==> config.mk <==
export PLATFORM = sky130hd
export DESIGN_NAME = wb_snoop_arbiter
export DESIGN_NICKNAME = d
export VERILOG_FILES = /design/src/rtl/wb_coherent_pkg.sv /design/src/rtl/wb_snoop_arbiter_rr_arbiter.sv /design/src/rtl/wb_snoop_arbiter.sv
export SDC_FILE = /design/constraint.sdc
export NUM_CORES = 1
export LEC_CHECK = 0
export BUFFER_PORTS_ARGS = -buffer_cell sky130_fd_sc_hd__buf_2
export CORE_AREA = 4 4 155 157
export CTS_CLUSTER_SIZE = 14
export DETAILED_ROUTE_END_ITERATION = 8
export DIE_AREA = 0 0 159 161
export PLACE_DENSITY_LB_ADDON = 0.25
export SKIP_LAST_GASP = 1
export SLEW_MARGIN = 20
export SYNTH_ARGS = -nofsm -noshare
export SYNTH_HDL_FRONTEND = slang
export SYNTH_SLANG_ARGS = --single-unit
==> constraint.sdc <==
create_clock -name wb_clk_i -period 2.4 [get_ports wb_clk_i]
set_input_delay 0.36 -clock wb_clk_i [delete_from_list [all_inputs] [get_ports wb_clk_i]]
set_output_delay 0.36 -clock wb_clk_i [all_outputs]
set_load 0.02 [all_outputs]
==> src/rtl/wb_coherent_pkg.sv <==
// Shared types and constants for the coherent Wishbone memory arbiter.
// No logic; state encoding, CTI codes and bus widths.
// Backpressure: n/a.
package wb_coherent_pkg;

  typedef enum logic [1:0] {
    IDLE  = 2'd0,
    SNOOP = 2'd1,
    WAIT  = 2'd2,
    GRANT = 2'd3
  } state_e;

  localparam logic [2:0] CTI_CLASSIC = 3'b000;
  localparam logic [2:0] CTI_INCR    = 3'b010;
  localparam logic [2:0] CTI_EOB     = 3'b111;

  localparam int ADR_W = 32;
  localparam int DAT_W = 32;
  localparam int SEL_W = 4;

endpackage

==> src/rtl/wb_snoop_arbiter_rr_arbiter.sv <==
// Round-robin pick: first set request after the last owner, wrapping.
// Purely combinational, zero cycles.
// Backpressure: none; caller decides when to latch the pick.
module rr_arbiter #(
  parameter int N  = 2,
  parameter int IW = (N > 1) ? $clog2(N) : 1
) (
  input  logic [N-1:0]  req_i,
  input  logic [IW-1:0] ptr_i,
  output logic [N-1:0]  gnt_o,
  output logic [IW-1:0] idx_o,
  output logic          vld_o
);

  int k;

  // Search ptr+1, ptr+2, ... modulo N and take the first requester.
  always_comb begin
    gnt_o = '0;
    idx_o = '0;
    vld_o = 1'b0;
    k     = 0;
    for (int i = 1; i <= N; i++) begin
      k = int'(ptr_i) + i;
      if (k >= N) k = k - N;
      if (req_i[k] && !vld_o) begin
        vld_o    = 1'b1;
        gnt_o[k] = 1'b1;
        idx_o    = IW'(k);
      end
    end
  end

endmodule

==> src/rtl/wb_snoop_arbiter.sv <==
// Write-invalidate arbiter sharing one memory Wishbone port among NUM_CORES masters.
// Read: slave cycle 1 clk after request; write: snoop + ack wait, slave cycle >=3 clks after request.
// Backpressure: losers and snooping owner see no ack; owner holds until its cyc drops. Option: SNOOP_TIMEOUT_EN.
module wb_snoop_arbiter
  import wb_coherent_pkg::*;
#(
  parameter int NUM_CORES     = 2,
  parameter int SNOOP_TIMEOUT = 64
) (
  input  logic                       wb_clk_i,
  input  logic                       wb_rst_i,
  input  logic [ADR_W*NUM_CORES-1:0] m_adr_i,
  input  logic [DAT_W*NUM_CORES-1:0] m_dat_i,
  input  logic [SEL_W*NUM_CORES-1:0] m_sel_i,
  input  logic [NUM_CORES-1:0]       m_we_i,
  input  logic [NUM_CORES-1:0]       m_cyc_i,
  input  logic [NUM_CORES-1:0]       m_stb_i,
  input  logic [3*NUM_CORES-1:0]     m_cti_i,
  input  logic [2*NUM_CORES-1:0]     m_bte_i,
  output logic [DAT_W*NUM_CORES-1:0] m_dat_o,
  output logic [NUM_CORES-1:0]       m_ack_o,
  output logic [NUM_CORES-1:0]       m_err_o,
  output logic [NUM_CORES-1:0]       m_rty_o,
  output logic [ADR_W-1:0]           s_adr_o,
  output logic [DAT_W-1:0]           s_dat_o,
  output logic [SEL_W-1:0]           s_sel_o,
  output logic                       s_we_o,
  output logic                       s_cyc_o,
  output logic                       s_stb_o,
  output logic [2:0]                 s_cti_o,
  output logic [1:0]                 s_bte_o,
  input  logic [DAT_W-1:0]           s_dat_i,
  input  logic                       s_ack_i,
  input  logic                       s_err_i,
  input  logic                       s_rty_i,
  output logic [ADR_W*NUM_CORES-1:0] snoop_adr_o,
  output logic                       snoop_req_o,
  input  logic [NUM_CORES-1:0]       snoop_ack_i,
  input  logic [NUM_CORES-1:0]       snoop_hit_i,
  output logic [NUM_CORES-1:0]       last_hit_o,
  output logic [NUM_CORES-1:0]       grant_o
);

  localparam int IW = (NUM_CORES > 1) ? $clog2(NUM_CORES) : 1;

  state_e                 state_q, state_d;
  logic [NUM_CORES-1:0]   grant_q, grant_d;
  logic [NUM_CORES-1:0]   ackmask_q, ackmask_d;
  logic [NUM_CORES-1:0]   last_hit_q, last_hit_d;
  logic [IW-1:0]          ptr_q, ptr_d, owner_q, owner_d;
  logic [ADR_W-1:0]       snoop_adr_q, snoop_adr_d;
  logic                   abort_q, abort_d;
  logic                   to_err;

  logic [NUM_CORES-1:0]   arb_gnt;
  logic [IW-1:0]          arb_idx;
  logic                   arb_vld;

  logic [ADR_W-1:0]       win_adr, own_adr;
  logic [DAT_W-1:0]       own_dat;
  logic [SEL_W-1:0]       own_sel;
  logic [2:0]             own_cti;
  logic [1:0]             own_bte;
  logic                   own_cyc, own_stb, own_we, mask_full, in_grant;

`ifdef SNOOP_TIMEOUT_EN
  localparam int CW = $clog2(SNOOP_TIMEOUT) + 1;
  logic [CW-1:0] cnt_q, cnt_d;
`endif

  rr_arbiter #(.N(NUM_CORES), .IW(IW)) u_rr (
    .req_i (m_cyc_i & m_stb_i),
    .ptr_i (ptr_q),
    .gnt_o (arb_gnt),
    .idx_o (arb_idx),
    .vld_o (arb_vld)
  );

  assign own_cyc   = |(m_cyc_i & grant_q);
  assign own_stb   = |(m_stb_i & grant_q);
  assign own_we    = |(m_we_i & grant_q);
  assign mask_full = &(ackmask_q | snoop_ack_i);
  assign in_grant  = (state_q == GRANT);

  // One-hot muxes: current owner's request fields and the arbitration winner's address.
  always_comb begin
    win_adr = '0;
    own_adr = '0;
    own_dat = '0;
    own_sel = '0;
    own_cti = '0;
    own_bte = '0;
    for (int k = 0; k < NUM_CORES; k++) begin
      if (arb_gnt[k]) win_adr = win_adr | m_adr_i[k*ADR_W +: ADR_W];
      if (grant_q[k]) begin
        own_adr = own_adr | m_adr_i[k*ADR_W +: ADR_W];
        own_dat = own_dat | m_dat_i[k*DAT_W +: DAT_W];
        own_sel = own_sel | m_sel_i[k*SEL_W +: SEL_W];
        own_cti = own_cti | m_cti_i[k*3 +: 3];
        own_bte = own_bte | m_bte_i[k*2 +: 2];
      end
    end
  end

  // Next-state logic: pick, snoop broadcast, ack collection, grant hold and release.
  always_comb begin
    state_d     = state_q;
    grant_d     = grant_q;
    owner_d     = owner_q;
    ptr_d       = ptr_q;
    ackmask_d   = ackmask_q;
    last_hit_d  = last_hit_q;
    snoop_adr_d = snoop_adr_q;
    abort_d     = abort_q;
    to_err      = 1'b0;
`ifdef SNOOP_TIMEOUT_EN
    cnt_d       = cnt_q;
`endif
    case (state_q)
      IDLE: begin
        abort_d = 1'b0;
        if (arb_vld) begin
          grant_d = arb_gnt;
          owner_d = arb_idx;
          if (|(arb_gnt & m_we_i)) begin
            state_d     = SNOOP;
            snoop_adr_d = {win_adr[ADR_W-1:2], 2'b00};
          end else begin
            state_d = GRANT;
          end
        end
      end
      SNOOP: begin
        // The requester never snoops itself, so its bit starts set.
        ackmask_d  = grant_q | snoop_ack_i;
        last_hit_d = snoop_hit_i & ~grant_q;
        if (!own_cyc) abort_d = 1'b1;
`ifdef SNOOP_TIMEOUT_EN
        cnt_d = '0;
`endif
        state_d = WAIT;
      end
      WAIT: begin
        ackmask_d  = ackmask_q | snoop_ack_i;
        last_hit_d = last_hit_q | (snoop_hit_i & ~grant_q);
        if (!own_cyc) abort_d = 1'b1;
        if (mask_full) begin
          // A master that gave up mid-snoop never reaches the slave.
          if (abort_q || !own_cyc) begin
            state_d = IDLE;
            ptr_d   = owner_q;
            grant_d = '0;
          end else begin
            state_d = GRANT;
          end
        end
`ifdef SNOOP_TIMEOUT_EN
        else if (cnt_q == CW'(SNOOP_TIMEOUT - 1)) begin
          to_err  = 1'b1;
          state_d = IDLE;
          ptr_d   = owner_q;
          grant_d = '0;
        end else begin
          cnt_d = cnt_q + 1'b1;
        end
`endif
      end
      GRANT: begin
        // Bursts hold the grant; release only when the owner drops cyc.
        if (!own_cyc) begin
          state_d = IDLE;
          ptr_d   = owner_q;
          grant_d = '0;
        end
      end
      default: state_d = IDLE;
    endcase
  end

  // State and bookkeeping registers with synchronous reset.
  always_ff @(posedge wb_clk_i) begin
    if (wb_rst_i) begin
      state_q     <= IDLE;
      grant_q     <= '0;
      owner_q     <= '0;
      ptr_q       <= IW'(NUM_CORES - 1);
      ackmask_q   <= '0;
      last_hit_q  <= '0;
      snoop_adr_q <= '0;
      abort_q     <= 1'b0;
`ifdef SNOOP_TIMEOUT_EN
      cnt_q       <= '0;
`endif
    end else begin
      state_q     <= state_d;
      grant_q     <= grant_d;
      owner_q     <= owner_d;
      ptr_q       <= ptr_d;
      ackmask_q   <= ackmask_d;
      last_hit_q  <= last_hit_d;
      snoop_adr_q <= snoop_adr_d;
      abort_q     <= abort_d;
`ifdef SNOOP_TIMEOUT_EN
      cnt_q       <= cnt_d;
`endif
    end
  end

  assign grant_o     = grant_q;
  assign snoop_req_o = (state_q == SNOOP);
  assign snoop_adr_o = {NUM_CORES{snoop_adr_q}};
  assign last_hit_o  = last_hit_q;

  // Slave request and master response steering; everything quiet outside GRANT.
  always_comb begin
    s_adr_o = in_grant ? own_adr : '0;
    s_dat_o = in_grant ? own_dat : '0;
    s_sel_o = in_grant ? own_sel : '0;
    s_cti_o = in_grant ? own_cti : '0;
    s_bte_o = in_grant ? own_bte : '0;
    s_we_o  = in_grant & own_we;
    s_cyc_o = in_grant & own_cyc;
    s_stb_o = in_grant & own_stb;
    m_ack_o = in_grant ? (grant_q & {NUM_CORES{s_ack_i}}) : '0;
    m_rty_o = in_grant ? (grant_q & {NUM_CORES{s_rty_i}}) : '0;
    m_err_o = (in_grant ? (grant_q & {NUM_CORES{s_err_i}}) : '0) |
              (to_err ? grant_q : '0);
    m_dat_o = '0;
    for (int k = 0; k < NUM_CORES; k++) begin
      if (in_grant && grant_q[k]) m_dat_o[k*DAT_W +: DAT_W] = s_dat_i;
    end
  end

endmodule

Word-level counts from Yosys, hierarchy flattened
Cells that the tools add are included.
- bits of input ports: 193
- output and inout port bits: 215
- logic and storage cells: 132
- register bits after elaboration: 41
- $lt $le $gt $ge: 6
- add/sub/neg operators: 4
- reductions and logical operators: 25
- muxes and demuxes: 58
- equality and inequality tests: 8
- bitwise operators: 23
- operators by type and width (cell ; count):
    32-bit two-way mux ; 12
    32-bit OR ; 3
    32-bit by 1-bit greater-or-equal comparator with 1-bit output (second input constant) ; 2
    32-bit by 3-bit greater-or-equal comparator with 1-bit output (second input constant) ; 2
    32-bit by 3-bit less-than comparator with 1-bit output (second input constant) ; 2
    32-bit by 3-bit subtractor with 32-bit output (second input constant) ; 2
    2-bit two-way mux ; 16
    2-bit bitwise AND ; 9
    1-bit two-way mux ; 16
    4-bit two-way mux ; 3
    2-bit != test (second input constant) ; 5
    2-bit OR ; 5
    2-bit OR reduction ; 5
    3-bit two-way mux ; 3
    2-bit one-hot mux with 2 select lines ; 2
    2-bit one-hot mux with 4 select lines ; 1
    2-bit one-hot mux with 3 select lines ; 1
    2-bit AND reduction ; 3
    3-bit AND reduction ; 2
    2-bit nonzero test ; 3
    1-bit logical AND ; 5
    5-bit AND reduction ; 1
    2-bit == test (second input constant) ; 2
    4-bit OR ; 1
    other kinds (13) ; 18

Logic depth before layout (Yosys ltp)
Gate-level depths: netlist of the first run.
- depth after elaboration: 15
- depth in mapped cells: 7

Hierarchy
Synthesis of the first run repeated with hierarchy kept, for this count alone.
- cells, all modules: 429
- area, all modules: 3374.5 µm²
- modules (own cells, without submodules) (module ; cells an instance ; area each (µm²) ; times used ; seq. area each (µm²)):
    wb_snoop_arbiter ; 424 ; 3342.0 ; 1 ; 820.8
    rr_arbiter ; 5 ; 32.5 ; 1 ; 0.0

Worst setup path before layout of the first run
Ideal clock, no wire load.
- path type: reg2out
- start point: register state_q[0]
- end point: output s_adr_o[18]
- arrival time: 1.612 ns
- stages on the path, launching flop included: 7
- path slack: 0.428 ns
- required time: 2.040 ns
- path buffers: 3
- cells stage by stage: dfxtp_1 > ha_1 > clkbuf_1 > and2_1 > buf_2 > buf_1 > a22o_1
- longest elaborated chain between the ends: 2
- ends and longest elaborated chain (item ; RTL line ; RTL):
    start, declared ; wb_snoop_arbiter.sv:46 ; state_e state_q, state_d;
    start signal, assigned ; wb_snoop_arbiter.sv:195 ; state_q <= state_d;
    2-bit == test ; wb_snoop_arbiter.sv:83 ; assign in_grant = (state_q == GRANT);
    32-bit two-way mux ; wb_snoop_arbiter.sv:216 ; s_adr_o = in_grant ? own_adr : '0;
    end, declared ; wb_snoop_arbiter.sv:24 ; output logic [ADR_W-1:0] s_adr_o,
Every way passes these cells.

Worst setup path in the final report of the first run
- start point: register state_q[0]
- end point: output s_bte_o[1]
- longest elaborated chain between the ends: 2
- ends and longest elaborated chain (item ; RTL line ; RTL):
    2-bit == test ; wb_snoop_arbiter.sv:83 ;
    2-bit two-way mux ; wb_snoop_arbiter.sv:220 ; s_bte_o = in_grant ? own_bte : '0;
    end, declared ; wb_snoop_arbiter.sv:31 ; output logic [1:0] s_bte_o,
Every way passes these cells.

==> impl_metrics.csv, run 1 <==
group,metric,value,unit
run_status,status,"finished, final reports clean",
critical_path,worst-setup-path-type,"reg -> out",
critical_path,slowest_delay,0.39,ns
place,placed_cell_area,6150,µm²
place,pre_cts_ws,0.438,ns
global_routing,grt_pass1_vias,5112,
critical_path,regToRegSetupSlack,0.55,ns
place,place_congestion,0.816,
sta,fin_skew,0.00511,ns
route,antenna_left,0,
route,drc,0,
critical_path,worstSetupEndpoint,"s_bte_o[1]",
min_path,hold_class,"in -> reg",
route,drt-wirelength-per-cell,19.1,µm
synthesis,yosysSeqAreaShare,20.2,%
sta,min_period_over_period,94.2,%
clock_tree,clk_latency,0.28,ns
route,wl,21500,µm
synthesis,synthTopCellsByArea,"dfxtp_1 (20%), a22o_1 (16%), nor3b_1 (11%), and3_1 (11%), mux2i_1 (7.6%)",
die,fp.coreArea,22500,µm²
global_routing,use_met3,3.09,%
clock_tree,cts_tree,"built",
clock_tree,clk_pin_slew,0.06,ns
critical_path,crit_chain,"ha_2, and2_4, buf_12, a22o_1, buf_2",
synthesis,ys_types,39,
job,max-cap-violations,0,
sta,clock.fmax,443,MHz
finish,layout_common_cells,"buf_2 (403), a22o_1 (76), and3_1 (71), nor3b_1 (60), dfxtp_1 (41)",
route,firstDrtPassIters,4,
route,num_vias,5203,
sta,report.final.setup_viol,0,
critical_path,worst_path_dominant_cell_family,"buffers and inverters",
sta,relSlewSlack,62.5,%
die,fp.dieW,159,µm
clock_tree,post_cts_buffers,0,
pwr,cellLeakagePower,3.87,nW
critical_path,worst-endpoint-required,2.04,ns
synthesis,synth-seq-cells,41,
route,drtIter0Drc,339,
finish,finalNetCount,1039,
sta,fin_ws,0.140,ns
finish,fillers,2503,
global_routing,grt_use_total,15.2,%
die,io_pins,408,
pwr,powerDensity,474,nW/µm²
global_routing,gr-total-overflow,0,
synthesis,syn_area,4070,µm²
finish,design_area,6330,µm²
sta,drv_slew,0,
critical_path,cp-end-kind,"primary output",
place,dpl.hpwl,17300,µm
sta,hold_viol_final,0,
sta,layout_min_cycle_time,2.26,ns
clock_tree,hold_buffers,0,
global_routing,grt_use_met2,27.1,%
place,portBuffers,403,
synthesis,yosys_warnings,0,
pwr,irDropWorstVdd,325,µV
die,dieArea,25600,µm²
critical_path,path_depth,5,
critical_path,rr_worst_depth,5,
clock_tree,numCtsBuffers,5,
place,dp.cells,1119,
global_routing,antenna_found_initial,4,
finish,drive_above_1_share,52.0,%
clock_tree,cts.htree.levels,2,
global_routing,grt_max_degree,73,
finish,final_cells,1130,
sta,holdWs,0.346,ns
critical_path,cp-start-kind,"register",
critical_path,arrival,1.90,ns
route,avgViaCountPerCell,4.60,
clock_tree,cts_buffer_depth,2,
die,rows,55,
synthesis,netlist.area_leader.share,20.2,%
pwr,totalPowerFinal,3.00,mW
sta,rsz0062_at_grt,"false",
die,die_h,161,µm
clock_tree,cts_sinks,41,
synthesis,yosys.area.top_type,"dfxtp_1",
critical_path,r2r-start,"state_q[0]",
die,start_util,18.1,%
synthesis,syn_area_per_cell,8.10,µm²
critical_path,crit_fanout,44,
sta,fin_tns_setup,0,ns
critical_path,slowest_stage,"dfxtp_1",
global_routing,grtUsageMet1,18.9,%
clock_tree,postCtsResizedCells,0,
sta,worstMarginPinSlew,0.563,ns
critical_path,reg2reg_to,"state_q[0]",
clock_tree,cts_root_buf,"clkbuf_16",
finish,syn_to_final_growth,55.6,%
synthesis,syn_inst,502,
global_routing,grt_pass1_wl,30900,µm
finish,final_common_cell,"buf_2",
finish,fin_util,28.1,%
critical_path,critPathBufInv,2,
global_routing,grt_busiest_layer,"met2",
critical_path,cp-startpoint,"state_q[0]",
-- worst min-delay path by stage --
stage,startpoint,endpoint,slack [ns],depth (start not counted)
2_1_floorplan,owner_q,ptr_q,0.44,1
3_3_place_gp,owner_q,ptr_q,0.45,1
3_5_place_dp,owner_q,ptr_q,0.46,1
4_1_cts,snoop_hit_i[1],last_hit_o[1],0.34,3
5_1_grt,snoop_hit_i[1],last_hit_o[1],0.36,3
6_report,snoop_hit_i[1],last_hit_o[1],0.35,3
-- where the power goes --
group / internal [mW] / switching [mW]
Clock: 0.520 / 0.276
Combinational: 0.545 / 0.826
Sequential: 0.771 / 0.0646
-- Yosys cell counts (all sizes together) --
master and instances:
a22oi 2, clkbuf 43, nand4 2, nor3 4, buf 51, o22ai 1
nor4 2, a211oi 1, nand2 3, o31ai 2, o21a 2, mux2i 31
o21bai 30, ha 5, inv 5, a21oi 6, a221oi 1, a211o 1
conb 1, a22o 77, a32oi 2, and2 3, o32ai 1, a21o 1
and3 71, a222oi 1, nor2 6, nand2b 37, o211ai 1, dfxtp 41
nor2b 3, and3b 1, nor3b 62, o21ai 2
-- routing by layer --
layer	share of wire (%)	vias up
met5	0.033	-
met4	1.5	2
met3	7.1	17
met2	50	270
met1	42	2412
li1	-	2502
-- layout make-up --
cell class / instances / area (µm²) / share of cell area [%]
repair buffers: 423 / 2200 / 34.8
well taps: 285 / 357 / 5.63
diodes: 3 / 7.51 / 0.119
clock inverters: 1 / 30.0 / 0.474
inverters: 5 / 18.8 / 0.296
multi-input cells: 365 / 2750 / 43.4
flip-flops and latches: 41 / 821 / 13.0
clock buffers: 7 / 143 / 2.25
-- cells by family (layout without fill, tap and decap cells) --
group,Yosys count,in the layout,share of synthesized area [%]
simple gates,194,194,31.4
buf+inv,99,436,12.7
compound gates,131,131,26.5
mux,31,31,7.63
flops,41,41,20.2
other cells,1,7,0.0922
fa+ha+maj,5,5,1.54
-- registers in the layout (all words and copies together) (netlist names) --
register     count
snoop_adr_q     30
ackmask_q        2
grant_o          2
last_hit_o       2
state_q          2
abort_q          1
owner_q          1
ptr_q            1
-- worst min-delay path, cell delays in order --
cell     delay [ns]
buf_2          0.07
a32oi_1        0.09
nor2_1         0.07
No activity file was read; power rests on OpenSTA's default activity.
==> run 2: changes to the inputs <==
- ABC_AREA: not set -> 1
- CORE_AREA: 4 4 155 157 -> 4 4 157 159
- DIE_AREA: 0 0 159 161 -> 0 0 161 163
==> impl_metrics.csv, run 2 <==
group,metric,value,unit
place,dp.cells,1347,
critical_path,reg2reg_to,"grant_o[1]",
finish,antenna_cells,0,
synthesis,ys.flop_type,"dfxtp_1",
sta,worstMarginPinSlew,0.733,ns
sta,fin_skew,0.0106,ns
route,drtIter0Drc,237,
die,die_h,163,µm
finish,drive_above_1_share,42.4,%
die,fp.dieW,161,µm
job,max-cap-violations,0,
route,antenna_left,0,
finish,finalNetCount,1233,
sta,drv_slew,0,
run_status,status,"finished, final reports clean",
global_routing,gr-total-overflow,0,
route,drc,0,
synthesis,yosys_warnings,0,
place,dpl.hpwl,15900,µm
sta,rsz0062_at_grt,"false",
synthesis,synth_xor_area_share,0,%
critical_path,arrival,1.81,ns
global_routing,grt_use_total,13.6,%
critical_path,worst-setup-path-type,"reg -> out",
route,wl,19300,µm
route,firstDrtPassIters,4,
synthesis,syn_inst,682,
critical_path,cp-start-kind,"register",
critical_path,crit_fanout,45,
min_path,hold_class,"in -> reg",
critical_path,cp-startpoint,"state_q[0]",
sta,relSlewSlack,51.0,%
synthesis,yosysSeqAreaShare,21.6,%
route,drt-wirelength-per-cell,14.2,µm
die,rows,56,
synthesis,synth_top_family_by_area,"simple AND/OR/NAND/NOR gates",
clock_tree,clk_pin_slew,0.07,ns
die,fp.coreArea,23300,µm²
synthesis,ys_types,24,
critical_path,worst_path_dominant_cell_family,"buffers and inverters",
clock_tree,postCtsResizedCells,0,
clock_tree,post_cts_buffers,0,
synthesis,synth.most_common_cell,"nor2_1",
pwr,cellLeakagePower,4.00,nW
sta,layout_min_cycle_time,2.17,ns
pwr,irDropWorstVdd,286,µV
clock_tree,numCtsBuffers,5,
synthesis,synthTopCellsByArea,"dfxtp_1 (22%), nor2_1 (18%), inv_1 (14%), o22ai_1 (9.9%), nand2_1 (9.8%)",
clock_tree,hold_buffers,0,
synthesis,synth-simple-area-share,29.5,%
sta,fin_tns_setup,0,ns
synthesis,muxShareOfSynthArea,0,%
clock_tree,cts_sinks,41,
clock_tree,clk_latency,0.30,ns
critical_path,rr_worst_depth,8,
synthesis,syn_area,3810,µm²
die,start_util,16.4,%
die,dieArea,26200,µm²
sta,report.final.setup_viol,0,
finish,layout_common_cells,"buf_2 (403), nor2_1 (185), inv_1 (142), nand2_1 (97), o22ai_1 (60)",
synthesis,yosys.area.top_type,"dfxtp_1",
clock_tree,cts_tree,"built",
finish,syn_to_final_growth,60.7,%
global_routing,grt_pass1_wl,28200,µm
synthesis,synth-seq-cells,41,
sta,clock.fmax,461,MHz
critical_path,worstSetupEndpoint,"s_dat_o[6]",
synthesis,synth_commonest_cells,"nor2_1 (185), inv_1 (142), nand2_1 (99)",
critical_path,slowest_stage,"inv_2",
clock_tree,cts_buffer_depth,2,
synthesis,syn_area_per_cell,5.58,µm²
route,num_vias,5345,
critical_path,critPathBufInv,2,
critical_path,slowest_delay,0.56,ns
critical_path,cp-end-kind,"primary output",
critical_path,crit_chain,"ha_1, inv_2, nor2_1, buf_2",
synthesis,async_reset_ff_share,0,%
pwr,totalPowerFinal,3.86,mW
finish,fillers,2713,
sta,min_period_over_period,90.5,%
global_routing,grt_max_degree,61,
finish,regMostFlops,"snoop_adr_q",
critical_path,path_depth,4,
place,place_congestion,0.841,
route,avgViaCountPerCell,3.94,
die,io_pins,408,
synthesis,synthAdderAreaFrac,1.64,%
synthesis,synth_edf_count,0,
critical_path,worst-endpoint-required,2.04,ns
finish,fin_util,26.3,%
finish,final_cells,1355,
global_routing,grt_pass1_vias,5092,
clock_tree,cts_root_buf,"clkbuf_16",
sta,hold_viol_final,0,
clock_tree,cts.htree.levels,2,
pwr,powerDensity,631,nW/µm²
global_routing,antenna_found_initial,2,
finish,largest_reg_flops,30,
finish,final_common_cell,"buf_2",
synthesis,synth-compound-area-share,20.7,%
place,portBuffers,403,
critical_path,regToRegSetupSlack,0.70,ns
synthesis,netlist.area_leader.share,21.6,%
critical_path,r2r-start,"state_q[0]",
[run 2: changes by cell type after synthesis, moves of 30 or more]
cell      previous run  this run
mux2i_1             31         0
nor2_1               6       185
o21bai_1            30         0
nand2_1              3        99
nand2b_1            37         0
o22ai_1              1        60
a22o_1              76         0
and3_1              71         0
nor3b_1             60         0
inv_1                5       142
a22oi_1              2        45
clkbuf_1            43        13
[run 2: layout make-up]
cell class                      count  area (µm²)  share of cell area, %
Clock buffer                        5         125                   2.04
Inverter                          145         544                   8.89
Timing Repair Buffer              420        2160                   35.2
Clock inverter                      3        65.1                   1.06
Tap cell                          319         399                   6.52
Multi-Input combinational cell    422        2010                   32.8
Sequential cell                    41         823                   13.5
[run 2: tightest hold or removal path: stages]
cell,delay (ns)
buf_2,0.09
nand3b_1,0.07
a21oi_1,0.06
[run 2: where the power goes]
part	switching (mW)	internal [mW]	leakage, nW
logic	1.31	0.705	3.57
clock network	0.307	0.595	0.0938
registers	0.136	0.812	0.335
total	1.75	2.11	4.00
[run 2: metrics by stage]
stage	hold slack, ns	cell area (µm²)	worst slack [ns]
final	0.326	6120	0.229
after CTS	0.311	6120	0.201
after detailed placement	0.458	5930	0.541
after global placement	0.454	5930	0.589
after global routing	0.316	6120	0.0918
after floorplan	0.429	3820	0.601
[run 2: how the worst min path moves through the flow]
stage	from	endpoint	slack, ns	cells after the start
after floorplan	wb_rst_i	last_hit_o[0]	0.43	1
after global placement	last_hit_o[0]	last_hit_o[0]	0.45	2
after detailed placement	last_hit_o[0]	last_hit_o[0]	0.46	2
after CTS	snoop_hit_i[1]	last_hit_o[1]	0.31	3
after global routing	snoop_hit_i[1]	last_hit_o[1]	0.32	3
final	snoop_hit_i[1]	last_hit_o[1]	0.33	3
[run 2: logic make-up after synthesis]
kind of cell,Yosys count
AND/OR/NAND/NOR,294
buffers and inverters,222
AO/OA/AOI/OAI,119
flip-flops,41
adder cells (fa/ha/maj),5
other,1
[run 2: routing by layer]
layer	global-route usage (%)	vias to the layer above	routed length (µm)
li1	-	2773	-
met1	16.0	2324	7740
met2	24.7	223	9820
met3	2.58	23	1230
met4	4.42	2	472
met5	0	-	7
==> run 3: changes to the inputs <==
- MAX_ROUTING_LAYER: not set -> met4
==> impl_metrics.csv, run 3 (synthesis gave the netlist of run 2 again) <==
group,metric,value,unit
global_routing,grt_pass1_wl,28200,µm
die,die_h,163,µm
sta,layout_min_cycle_time,2.19,ns
clock_tree,cts_tree,"built",
finish,regMostFlops,"snoop_adr_q",
die,fp.coreArea,23300,µm²
clock_tree,cts_root_buf,"clkbuf_16",
route,num_vias,5382,
min_path,hold_class,"in -> reg",
route,drtIter0Drc,249,
pwr,totalPowerFinal,3.87,mW
run_status,status,"finished, final reports clean",
sta,worstMarginPinSlew,0.742,ns
clock_tree,hold_buffers,0,
finish,layout_common_cells,"buf_2 (403), nor2_1 (185), inv_1 (142), nand2_1 (97), o22ai_1 (60)",
die,dieArea,26200,µm²
critical_path,worst-endpoint-required,2.04,ns
sta,min_period_over_period,91.3,%
critical_path,crit_chain,"ha_1, inv_2, nor2_1, buf_2",
route,antenna_left,0,
route,wl,19300,µm
global_routing,grt_use_total,14.0,%
critical_path,arrival,1.83,ns
clock_tree,postCtsResizedCells,0,
sta,relSlewSlack,50.5,%
pwr,cellLeakagePower,4.00,nW
die,io_pins,408,
finish,syn_to_final_growth,60.8,%
sta,fin_tns_setup,0,ns
global_routing,gr-total-overflow,0,
critical_path,worst-setup-path-type,"reg -> out",
sta,rsz0062_at_grt,"false",
route,firstDrtPassIters,5,
place,portBuffers,403,
place,place_congestion,0.854,
clock_tree,numCtsBuffers,5,
route,drc,0,
clock_tree,clk_pin_slew,0.07,ns
finish,drive_above_1_share,42.4,%
pwr,irDropWorstVdd,286,µV
finish,finalNetCount,1233,
clock_tree,post_cts_buffers,0,
finish,final_common_cell,"buf_2",
sta,fin_ws,0.208,ns
critical_path,slowest_delay,0.57,ns
die,fp.dieW,161,µm
sta,clock.fmax,456,MHz
pwr,powerDensity,633,nW/µm²
clock_tree,cts_sinks,41,
sta,fin_skew,0.0100,ns
route,avgViaCountPerCell,3.97,
critical_path,critPathBufInv,2,
clock_tree,cts_buffer_depth,2,
sta,drv_slew,0,
finish,fillers,2712,
sta,hold_viol_final,0,
die,start_util,16.4,%
critical_path,slowest_stage,"inv_2",
job,max-cap-violations,0,
clock_tree,clk_latency,0.30,ns
clock_tree,cts.htree.levels,2,
die,rows,56,
global_routing,grt_pass1_vias,5103,
critical_path,cp-end-kind,"primary output",
global_routing,antenna_found_initial,2,
sta,report.final.setup_viol,0,
finish,largest_reg_flops,30,
route,drt-wirelength-per-cell,14.2,µm
critical_path,worst_path_dominant_cell_family,"buffers and inverters",
global_routing,grt_max_degree,61,
place,pre_cts_ws,0.541,ns
critical_path,crit_fanout,45,
critical_path,cp-start-kind,"register",
place,dpl.hpwl,15900,µm
run 3: changes by cell type in the layout (fill, tap and decap cells not counted):
cell     change
diode_2      +1
run 3: path summary, 6_finish.rpt:
kind / from / to / slack (ns) / cells after the start
worst min-delay path: snoop_hit_i[1] / last_hit_o[1] / 0.32 / 3
worst min register to register: last_hit_o[0] / last_hit_o[0] / 0.47 / 2
worst max register to register: state_q[0] / grant_o[1] / 0.69 / 8
worst max-delay path: state_q[0] / s_sel_o[1] / 0.21 / 4
run 3: cell type report:
class	count	area (µm²)	share of cell area [%]
Sequential cell	41	823	13.4
Timing Repair Buffer	420	2160	35.2
Multi-Input combinational cell	422	2010	32.8
Clock buffer	5	125	2.04
Tap cell	319	399	6.52
Antenna cell	1	2.50	0.0409
Clock inverter	3	65.1	1.06
Inverter	145	544	8.89
run 3: routing by layer:
layer / vias up / wire length (µm) / global-route usage (%)
met2: 236 / 9840 / 24.8
li1: 2775 / - / -
met1: 2350 / 7860 / 16.3
met4: 0 / 463 / 4.42
met5: - / 0 / -
met3: 21 / 1150 / 2.10
run 3: stage by stage:
| step | instances | util (%) | hold slack, ns | instance area, µm² |
|---|---|---|---|---|
| global placement | 1347 | 25.5 | 0.454 | 5930 |
| global route | 1356 | 26.3 | 0.316 | 6120 |
| detailed placement | 1347 | 25.5 | 0.458 | 5930 |
| floorplan | 685 | - | 0.429 | 3820 |
| CTS | 1355 | 26.3 | 0.311 | 6120 |
| finish | 1356 | 26.3 | 0.325 | 6120 |
run 3: report_power, final:
group | switching, mW | leakage, nW | total, mW | internal, mW
clock network | 0.310 | 0.0938 | 0.905 | 0.595
registers | 0.138 | 0.335 | 0.950 | 0.812
logic | 1.31 | 3.57 | 2.02 | 0.706
total | 1.76 | 4.00 | 3.87 | 2.11
run 3: worst reg2reg max path: cells and delay by family (launching register included):
kind                       cells  cell delay [ns]
adders and majority gates      1             0.40
buffers and inverters          1             0.10
and+or+nand+nor                6             0.74
DFF                            1             0.37
